===== src/rtl/adc_scan_scheduler.sv =====
// Conversion sequencer for the shared AD7908 frame engine: periodic ascending scans,
// one-shot priority requests, and realignment of the ADC's one-frame result lag.
module adc_scan_scheduler #(
    parameter int unsigned SCAN_DIV = 500000,
    parameter int unsigned NUM_CH   = 8
) (
    input  logic              clk,
    input  logic              rst,
    input  logic [NUM_CH-1:0] ch_enable,
    output logic              frame_start,
    output logic [2:0]        frame_addr,
    input  logic              frame_busy,
    input  logic              frame_done,
    input  logic [15:0]       frame_data,
    input  logic              req_valid,
    input  logic [2:0]        req_ch,
    output logic              req_ready,
    output logic              res_valid,
    output logic [2:0]        res_ch,
    output logic [7:0]        res_data,
    output logic              res_err,
    output logic              scan_overrun
);

    localparam int unsigned CNT_W = 24;
    localparam int unsigned AW    = 3;

    typedef enum logic [1:0] {
        S_IDLE  = 2'd0,
        S_ISSUE = 2'd1,
        S_WAIT  = 2'd2,
        S_NEXT  = 2'd3
    } state_t;

    // Lowest enabled channel in a mask.
    function automatic logic [AW-1:0] lowest(input logic [NUM_CH-1:0] mask);
        logic [AW-1:0] r;
        r = '0;
        for (int i = NUM_CH - 1; i >= 0; i--) begin
            if (mask[i]) r = AW'(i);
        end
        return r;
    endfunction

    // {found, addr} of the smallest enabled channel strictly above cur.
    function automatic logic [AW:0] next_above(input logic [NUM_CH-1:0] mask,
                                               input logic [AW-1:0]     cur);
        logic [AW:0] r;
        r = '0;
        for (int i = NUM_CH - 1; i >= 0; i--) begin
            if (mask[i] && (i > int'(cur))) r = {1'b1, AW'(i)};
        end
        return r;
    endfunction

    state_t            state_q, state_d;
    logic [CNT_W-1:0]  cnt_q, cnt_d;
    logic              tick_pend_q, tick_pend_d;
    logic              overrun_q, overrun_d;
    logic [NUM_CH-1:0] mask_q, mask_d;
    logic [AW-1:0]     cur_q, cur_d;
    logic              last_q, last_d;
    logic              pend_v_q, pend_v_d;
    logic [AW-1:0]     pend_addr_q, pend_addr_d;
    logic              frame_start_q, frame_start_d;
    logic [AW-1:0]     frame_addr_q, frame_addr_d;
    logic              res_valid_q, res_valid_d;
    logic [AW-1:0]     res_ch_q, res_ch_d;
    logic [7:0]        res_data_q, res_data_d;
    logic              res_err_q, res_err_d;
    logic              tick;
    logic              consume;
    logic [AW:0]       nxt;
    logic [AW-1:0]     low;
    logic              unused_frame_bits;

    assign tick = (cnt_q == CNT_W'(SCAN_DIV - 1));
    assign nxt  = next_above(mask_q, cur_q);
    assign low  = lowest(mask_q);
    assign unused_frame_bits = ^{frame_data[15:14], frame_data[2:0]};

    always_comb begin
        state_d       = state_q;
        cnt_d         = tick ? '0 : cnt_q + CNT_W'(1);
        tick_pend_d   = tick_pend_q;
        overrun_d     = overrun_q;
        mask_d        = mask_q;
        cur_d         = cur_q;
        last_d        = last_q;
        pend_v_d      = pend_v_q;
        pend_addr_d   = pend_addr_q;
        frame_start_d = 1'b0;
        frame_addr_d  = frame_addr_q;
        res_valid_d   = 1'b0;
        res_ch_d      = res_ch_q;
        res_data_d    = res_data_q;
        res_err_d     = res_err_q;
        consume       = 1'b0;

        case (state_q)
            S_IDLE: begin
                // A request is a one-channel scan: the channel then its flush repeat.
                if (req_valid) begin
                    mask_d   = NUM_CH'(1) << req_ch;
                    cur_d    = req_ch;
                    last_d   = 1'b0;
                    pend_v_d = 1'b0;
                    state_d  = S_ISSUE;
                end else if (tick_pend_q) begin
                    consume = 1'b1;
                    if (|ch_enable) begin
                        mask_d   = ch_enable;
                        cur_d    = lowest(ch_enable);
                        last_d   = 1'b0;
                        pend_v_d = 1'b0;
                        state_d  = S_ISSUE;
                    end
                end
            end
            S_ISSUE: begin
                if (!frame_busy) begin
                    frame_start_d = 1'b1;
                    frame_addr_d  = cur_q;
                    state_d       = S_WAIT;
                end
            end
            S_WAIT: begin
                // Data returned now belongs to the previously programmed address.
                if (frame_done) begin
                    if (pend_v_q) begin
                        res_valid_d = 1'b1;
                        res_ch_d    = pend_addr_q;
                        res_data_d  = frame_data[10:3];
                        res_err_d   = (frame_data[13:11] != pend_addr_q);
                    end
                    pend_addr_d = frame_addr_q;
                    pend_v_d    = !last_q;
                    state_d     = S_NEXT;
                end
            end
            S_NEXT: begin
                if (last_q) begin
                    state_d = S_IDLE;
                end else begin
                    if (nxt[AW]) begin
                        cur_d = nxt[AW-1:0];
                    end else begin
                        cur_d  = low;
                        last_d = 1'b1;
                    end
                    state_d = S_ISSUE;
                end
            end
            default: state_d = S_IDLE;
        endcase

        if (consume) tick_pend_d = 1'b0;
        if (tick) begin
            if (tick_pend_q) overrun_d   = 1'b1;
            else             tick_pend_d = 1'b1;
        end
    end

    always_ff @(posedge clk or posedge rst) begin
        if (rst) begin
            state_q       <= S_IDLE;
            cnt_q         <= '0;
            tick_pend_q   <= 1'b0;
            overrun_q     <= 1'b0;
            mask_q        <= '0;
            cur_q         <= '0;
            last_q        <= 1'b0;
            pend_v_q      <= 1'b0;
            pend_addr_q   <= '0;
            frame_start_q <= 1'b0;
            frame_addr_q  <= '0;
            res_valid_q   <= 1'b0;
            res_ch_q      <= '0;
            res_data_q    <= '0;
            res_err_q     <= 1'b0;
        end else begin
            state_q       <= state_d;
            cnt_q         <= cnt_d;
            tick_pend_q   <= tick_pend_d;
            overrun_q     <= overrun_d;
            mask_q        <= mask_d;
            cur_q         <= cur_d;
            last_q        <= last_d;
            pend_v_q      <= pend_v_d;
            pend_addr_q   <= pend_addr_d;
            frame_start_q <= frame_start_d;
            frame_addr_q  <= frame_addr_d;
            res_valid_q   <= res_valid_d;
            res_ch_q      <= res_ch_d;
            res_data_q    <= res_data_d;
            res_err_q     <= res_err_d;
        end
    end

    // Handshake must complete in the cycle the request is presented.
    assign req_ready    = req_valid && (state_q == S_IDLE) && !rst;
    assign frame_start  = frame_start_q;
    assign frame_addr   = frame_addr_q;
    assign res_valid    = res_valid_q;
    assign res_ch       = res_ch_q;
    assign res_data     = res_data_q;
    assign res_err      = res_err_q;
    assign scan_overrun = overrun_q;

endmodule


===== config.mk =====
export PLATFORM = sky130hd
export DESIGN_NAME = adc_scan_scheduler
export DESIGN_NICKNAME = d
export VERILOG_FILES = /design/src/rtl/adc_scan_scheduler.sv
export SDC_FILE = /design/constraint.sdc
export NUM_CORES = 1
export LEC_CHECK = 0
export BUFFER_PORTS_ARGS = -buffer_cell sky130_fd_sc_hd__buf_2
export CAP_MARGIN = 25
export CORE_ASPECT_RATIO = 1.1
export CORE_MARGIN = 2
export CORE_UTILIZATION = 58
export CTS_BUF_LIST = sky130_fd_sc_hd__clkbuf_2 sky130_fd_sc_hd__clkbuf_4 sky130_fd_sc_hd__clkbuf_8
export CTS_CLUSTER_SIZE = 14
export DETAILED_ROUTE_END_ITERATION = 12
export GPL_TIMING_DRIVEN = 1
export PLACE_DENSITY = 0.82
export SLEW_MARGIN = 20
export SYNTH_ARGS = -nofsm -noshare
export SYNTH_HDL_FRONTEND = slang
export SYNTH_SLANG_ARGS = --single-unit
export TNS_END_PERCENT = 50

===== constraint.sdc =====
create_clock -name clk -period 2.3 [get_ports clk]
set_clock_uncertainty 0.15 [all_clocks]
set_input_delay 0.23 -clock clk [delete_from_list [all_inputs] [get_ports clk]]
set_output_delay 0.23 -clock clk [all_outputs]
set_load 0.005 [all_outputs]

# Word level (Yosys, flattened, before mapping)
# Cells that the tools add are included.
# totals
elab_cells,120
regBits,61
input_bits,32
out_inout_bits,19
# op_classes
eq_ne,10
n_addsub,1
n_shift,1
bitwise_logic,1
magnitude_cmp,7
mux,59
reduce_logical,26
# ops
cell,n
2-to-1 mux 3 bit,21
2-to-1 mux 4 bit,7
adder 24 x 1 -> 24 bit (second input constant),1
equality test 24 x 19 -> 1 bit (second input constant),1
2-to-1 mux 24 bit,1
2-to-1 mux 8 bit,3
2-to-1 mux 1 bit,18
> comparator 3 bit (first input constant),4
AND reduction 4 bit,3
2-to-1 mux 2 bit,5
logical AND 1 bit,9
AND reduction 3 bit,3
one-hot mux 2 bit (4 select lines),1
nonzero test 2 bit,4
OR reduction 8 bit,1
<< shifter 1 x 3 -> 8 bit (first input constant),1
> comparator 2 x 3 -> 1 bit (first input constant),2
inequality test 2 bit (second input constant),3
inequality test 3 bit (second input constant),2
one-hot mux 3 bit (2 select lines),1
AND reduction 2 bit,3
equality test 2 bit (second input constant),2
one-hot mux 1 bit (2 select lines),2
> comparator 1 x 3 -> 1 bit (first input constant),1
5 further kinds,6

# Depth between registers and ports, before layout
# logic_depth
ltp_word,12
mapped_depth,8

# Least setup slack after synthesis
# Ideal clock, no wire load.
# synth_timing
path_type,register to register
from,reg state_q[0]
to,reg cur_q[1]
slack_ns,0.351
period_less_slack_ns,1.949
arrival_time_ns,1.657
stages_incl_launch_ff,9
setup_time_ns,0.142
path_cell_list,dfrtp_1 > inv_1 > ha_1 > inv_1 > nor4_1 > or2_2 > buf_2 > o31a_1 > o31ai_1
# synth_via
elab_chain_len,3
word_cells_on_any_way,8
classes_between,4 x eq/ne; 1 x mux; 3 x reduce/logical
# synth_rtl
element,line_no,rtl
"start, declared",56,"state_t state_q, state_d;"
"start signal, assigned",182,state_q <= state_d;
equality test 2 bit / logical NOT 2 bit (equally long branches),100,case (state_q)
inequality test 2 bit (no line) (tied with other cells),--,
AND reduction 4 bit (no line),--,
"end signal, assigned",187,cur_q <= cur_d;
"end, declared",61,"logic [AW-1:0] cur_q, cur_d;"
# Several ways; a longest one is shown, not always the timed one.
# A chain may end at the register's enable or synchronous reset.

# Worst setup path after layout
# layout_timing
from,reg state_q[0]
to,reg cur_q[0]
# The elaborated chain is that of the path after synthesis.

==> flow_metrics.tcl <==
set metrics [dict create \
    synth-compound-area-share_pct 14.2 \
    insertion_delay_ps 340 \
    vias 2575 \
    coreArea_mm2 0.00510 \
    antenna_found_initial 0 \
    dieArea_mm2 0.00597 \
    cp_slowest_cell "dfrtp_1" \
    path_class "reg2reg" \
    fin_setup_tns_ps 0 \
    via_per_inst 5.67 \
    drive_above_1_share_pct 25.4 \
    wl_per_cell_um 14.6 \
    fin_util_pct 74.0 \
    final-setup-viol-count 0 \
    crit_path_end_kind "register" \
    synth.distinct_cells 55 \
    worst_pin_slew_ps 473 \
    hold_violations 0 \
    rsz0062_at_grt "false" \
    synthMuxAreaShare_pct 5.86 \
    die_h_um 80.9 \
    finalPower_mw 4.02 \
    grt_max_degree 62 \
    antenna_left 0 \
    min_period_ps 2110 \
    dr.pass1.iters 5 \
    avgSynthCellArea_um2 10.0 \
    peakVddDrop_mv 0.602 \
    path_cells "inv_1 > ha_1 > inv_1 > o32ai_2 > or2_2 > o31ai_1 > a31oi_1" \
    finalNetCount 414 \
    netlist_area_mm2 0.00312 \
    first_iter_violations 122 \
    start_util_pct 61.1 \
    post_cts_buffers 0 \
    cts_tree "built" \
    async_flop_share_pct 100 \
    cts_root_buf "clkbuf_8" \
    cpPeakStageDelay_ps 410 \
    power_density_mw_per_mm2 1060 \
    synth_top_area_share_pct 49.0 \
    dieWidth_um 73.9 \
    cts_inserted_buffers 9 \
    ys_ff_latch 61 \
    clk_pin_slew_ps 60 \
    drt-total-wl_mm 6.61 \
    diodes 0 \
    remaining_drc_errors 0 \
    gp_congestion 0.855 \
    rows 27 \
    area_growth_pct 21.2 \
    synth_edf_count 0 \
    ys.warnings.count 0 \
    outcome "complete, no violations" \
    required_ps 2350 \
    timing.final.crit_share_pct 91.8 \
    fmaxAchievable_ghz 0.474 \
    synthesis.nets 348 \
    slew_violations 0 \
    cp_max_fo 6 \
    synth_cells 311 \
    grt-ovfl-total 0 \
    yosys.area.top_type "dfrtp_1" \
    grt_util_all_layers_pct 24.7 \
    maxCapViolations 0 \
    synth.area.top_cells "dfrtp_1 49%, mux2_2 5.1%, xnor2_1 3.9%" \
    htree_num_levels 3 \
    pin_count 51 \
    grt_pass1_vias 2464 \
    io_buffers 45 \
    ys_seq_area_share_pct 49.0 \
    yosys.area_share.xor_xnor_pct 6.75 \
    grt_pass1_wl_mm 11.1 \
    synth_simple_gate_area_share_pct 19.2 \
    slew_headroom_pct 67.7 \
    startpoint_type "register" \
    synth_top_family_by_area "simple AND/OR/NAND/NOR gates" \
    clock_path_buffers 2 \
    p_leak_nw 1.77 \
    min_path_type "in2reg" \
    cpMostUsedCell "inv_1" \
    synthFlopType "dfrtp_1" \
    crit_arrival_ps 2160 \
    yosys.area_share.adder_pct 2.01 \
    cts.sinks 61 \
    hpwl_mm 4.50 \
]
metal layers:
layer  share of wire (%)  vias up  track usage [%]
li1                    -     1239                -
met1                  43     1219             30.7
met2                  48      103             40.5
met3                 6.9       14             6.70
met4                 1.6        0             10.2
met5                   0        -                0
through the flow:
| stage | hold slack (ps) | worst slack, ps | cell area, µm² | cells |
|---|---|---|---|---|
| detailed placement | 178 | 210 | 3470 | 429 |
| global route | 97.4 | 28.2 | 3780 | 454 |
| CTS | 50.2 | 150 | 3760 | 454 |
| finish | 59.3 | 190 | 3780 | 454 |
| global placement | 169 | 267 | 3470 | 429 |
| floorplan | 231 | 351 | 3120 | 311 |
placed cells by master, fill, tap and decap left out, types with 3 or more instances in the layout:
cell / synthesis / layout
dfrtp_1: 61 / 61
buf_2: 2 / 45
nand2_1: 30 / 30
nor2_1: 27 / 27
o21ai_0: 17 / 17
inv_1: 15 / 14
nand3_1: 14 / 14
xnor2_1: 14 / 14
mux2_2: 14 / 14
a21oi_1: 12 / 12
xor2_1: 10 / 10
clkbuf_8: 0 / 10
nor3_1: 9 / 9
dlygate4sd3_1: 0 / 9
nor2b_1: 8 / 7
buf_4: 1 / 7
ha_1: 5 / 5
a31oi_1: 4 / 4
nand2b_1: 4 / 4
o31ai_1: 4 / 4
and3_1: 4 / 4
nand4_1: 3 / 3
nor4_1: 4 / 3
nor4b_1: 3 / 3
state kept, by name, indices dropped and copies added (netlist names):
signal        count
last_q            1
pend_addr_q       3
cnt_q            24
frame_start       1
mask_q            8
frame_addr        3
res_valid         1
res_data          8
scan_overrun      1
pend_v_q          1
res_err           1
tick_pend_q       1
res_ch            3
cur_q             3
state_q           2
worst max-delay path: cells and delay by family (launching register included):
| family | cells | cell delay [ps] |
|---|---|---|
| fa+ha+maj | 1 | 270 |
| flops | 1 | 410 |
| compound gates | 3 | 470 |
| buf+inv | 2 | 330 |
| simple gates | 1 | 350 |
cells by family after synthesis:
| kind of cell | count (synthesis) |
|---|---|
| buffers and inverters | 23 |
| XOR/XNOR | 24 |
| multiplexers | 16 |
| adder cells (fa/ha/maj) | 5 |
| AND/OR/NAND/NOR | 118 |
| AO/OA/AOI/OAI | 64 |
| flip-flops | 61 |
area by class of cell:
| type | instances | area, µm² |
|---|---|---|
| Timing Repair Buffer | 62 | 388 |
| Tap cell | 72 | 90.1 |
| Clock inverter | 4 | 47.5 |
| Inverter | 16 | 60.1 |
| Sequential cell | 61 | 1530 |
| Clock buffer | 12 | 153 |
| Fill cell | 362 | 1320 |
| Multi-Input combinational cell | 227 | 1510 |
synthesized netlist by cell type (3+ instances only):
library cell and n:
nand2_1 30, nor2b_1 8, xor2_1 10, inv_1 15
ha_1 5, nor4b_1 3, dfrtp_1 61, nand3_1 14
nand4_1 3, nor4_1 4, a21oi_1 12, nand2b_1 4
and3_1 4, o31ai_1 4, o21ai_0 17, nor3_1 9
a31oi_1 4, mux2_2 14, xnor2_1 14, nor2_1 27
clkbuf_1 4
final timing paths:
check | from | end | slack [ps] | cells past startpoint
max | state_q[0] | cur_q[0] | 190 | 7
min | ch_enable[5] | mask_q[5] | 60 | 3
max reg2reg | state_q[0] | cur_q[0] | 190 | 7
min reg2reg | scan_overrun | scan_overrun | 320 | 1
max in group asynchronous | rst | mask_q[2] | 1380 | 4
min in group asynchronous | rst | tick_pend_q | 340 | 4
power breakdown:
group          leakage (nW)  total [mW]  internal [mW]  switching [mW]
Clock                 0.103       0.947          0.550           0.397
Sequential            0.790        1.62           1.37           0.257
Combinational         0.873        1.45          0.688           0.763
timing repair:
item	CTS	global route
endpoints found under the setup margin	0	3
resized for setup	0	3
hold buffers	9	0
endpoints found under the hold margin	69	0
Note: power is estimated with default switching activity, not from simulation.
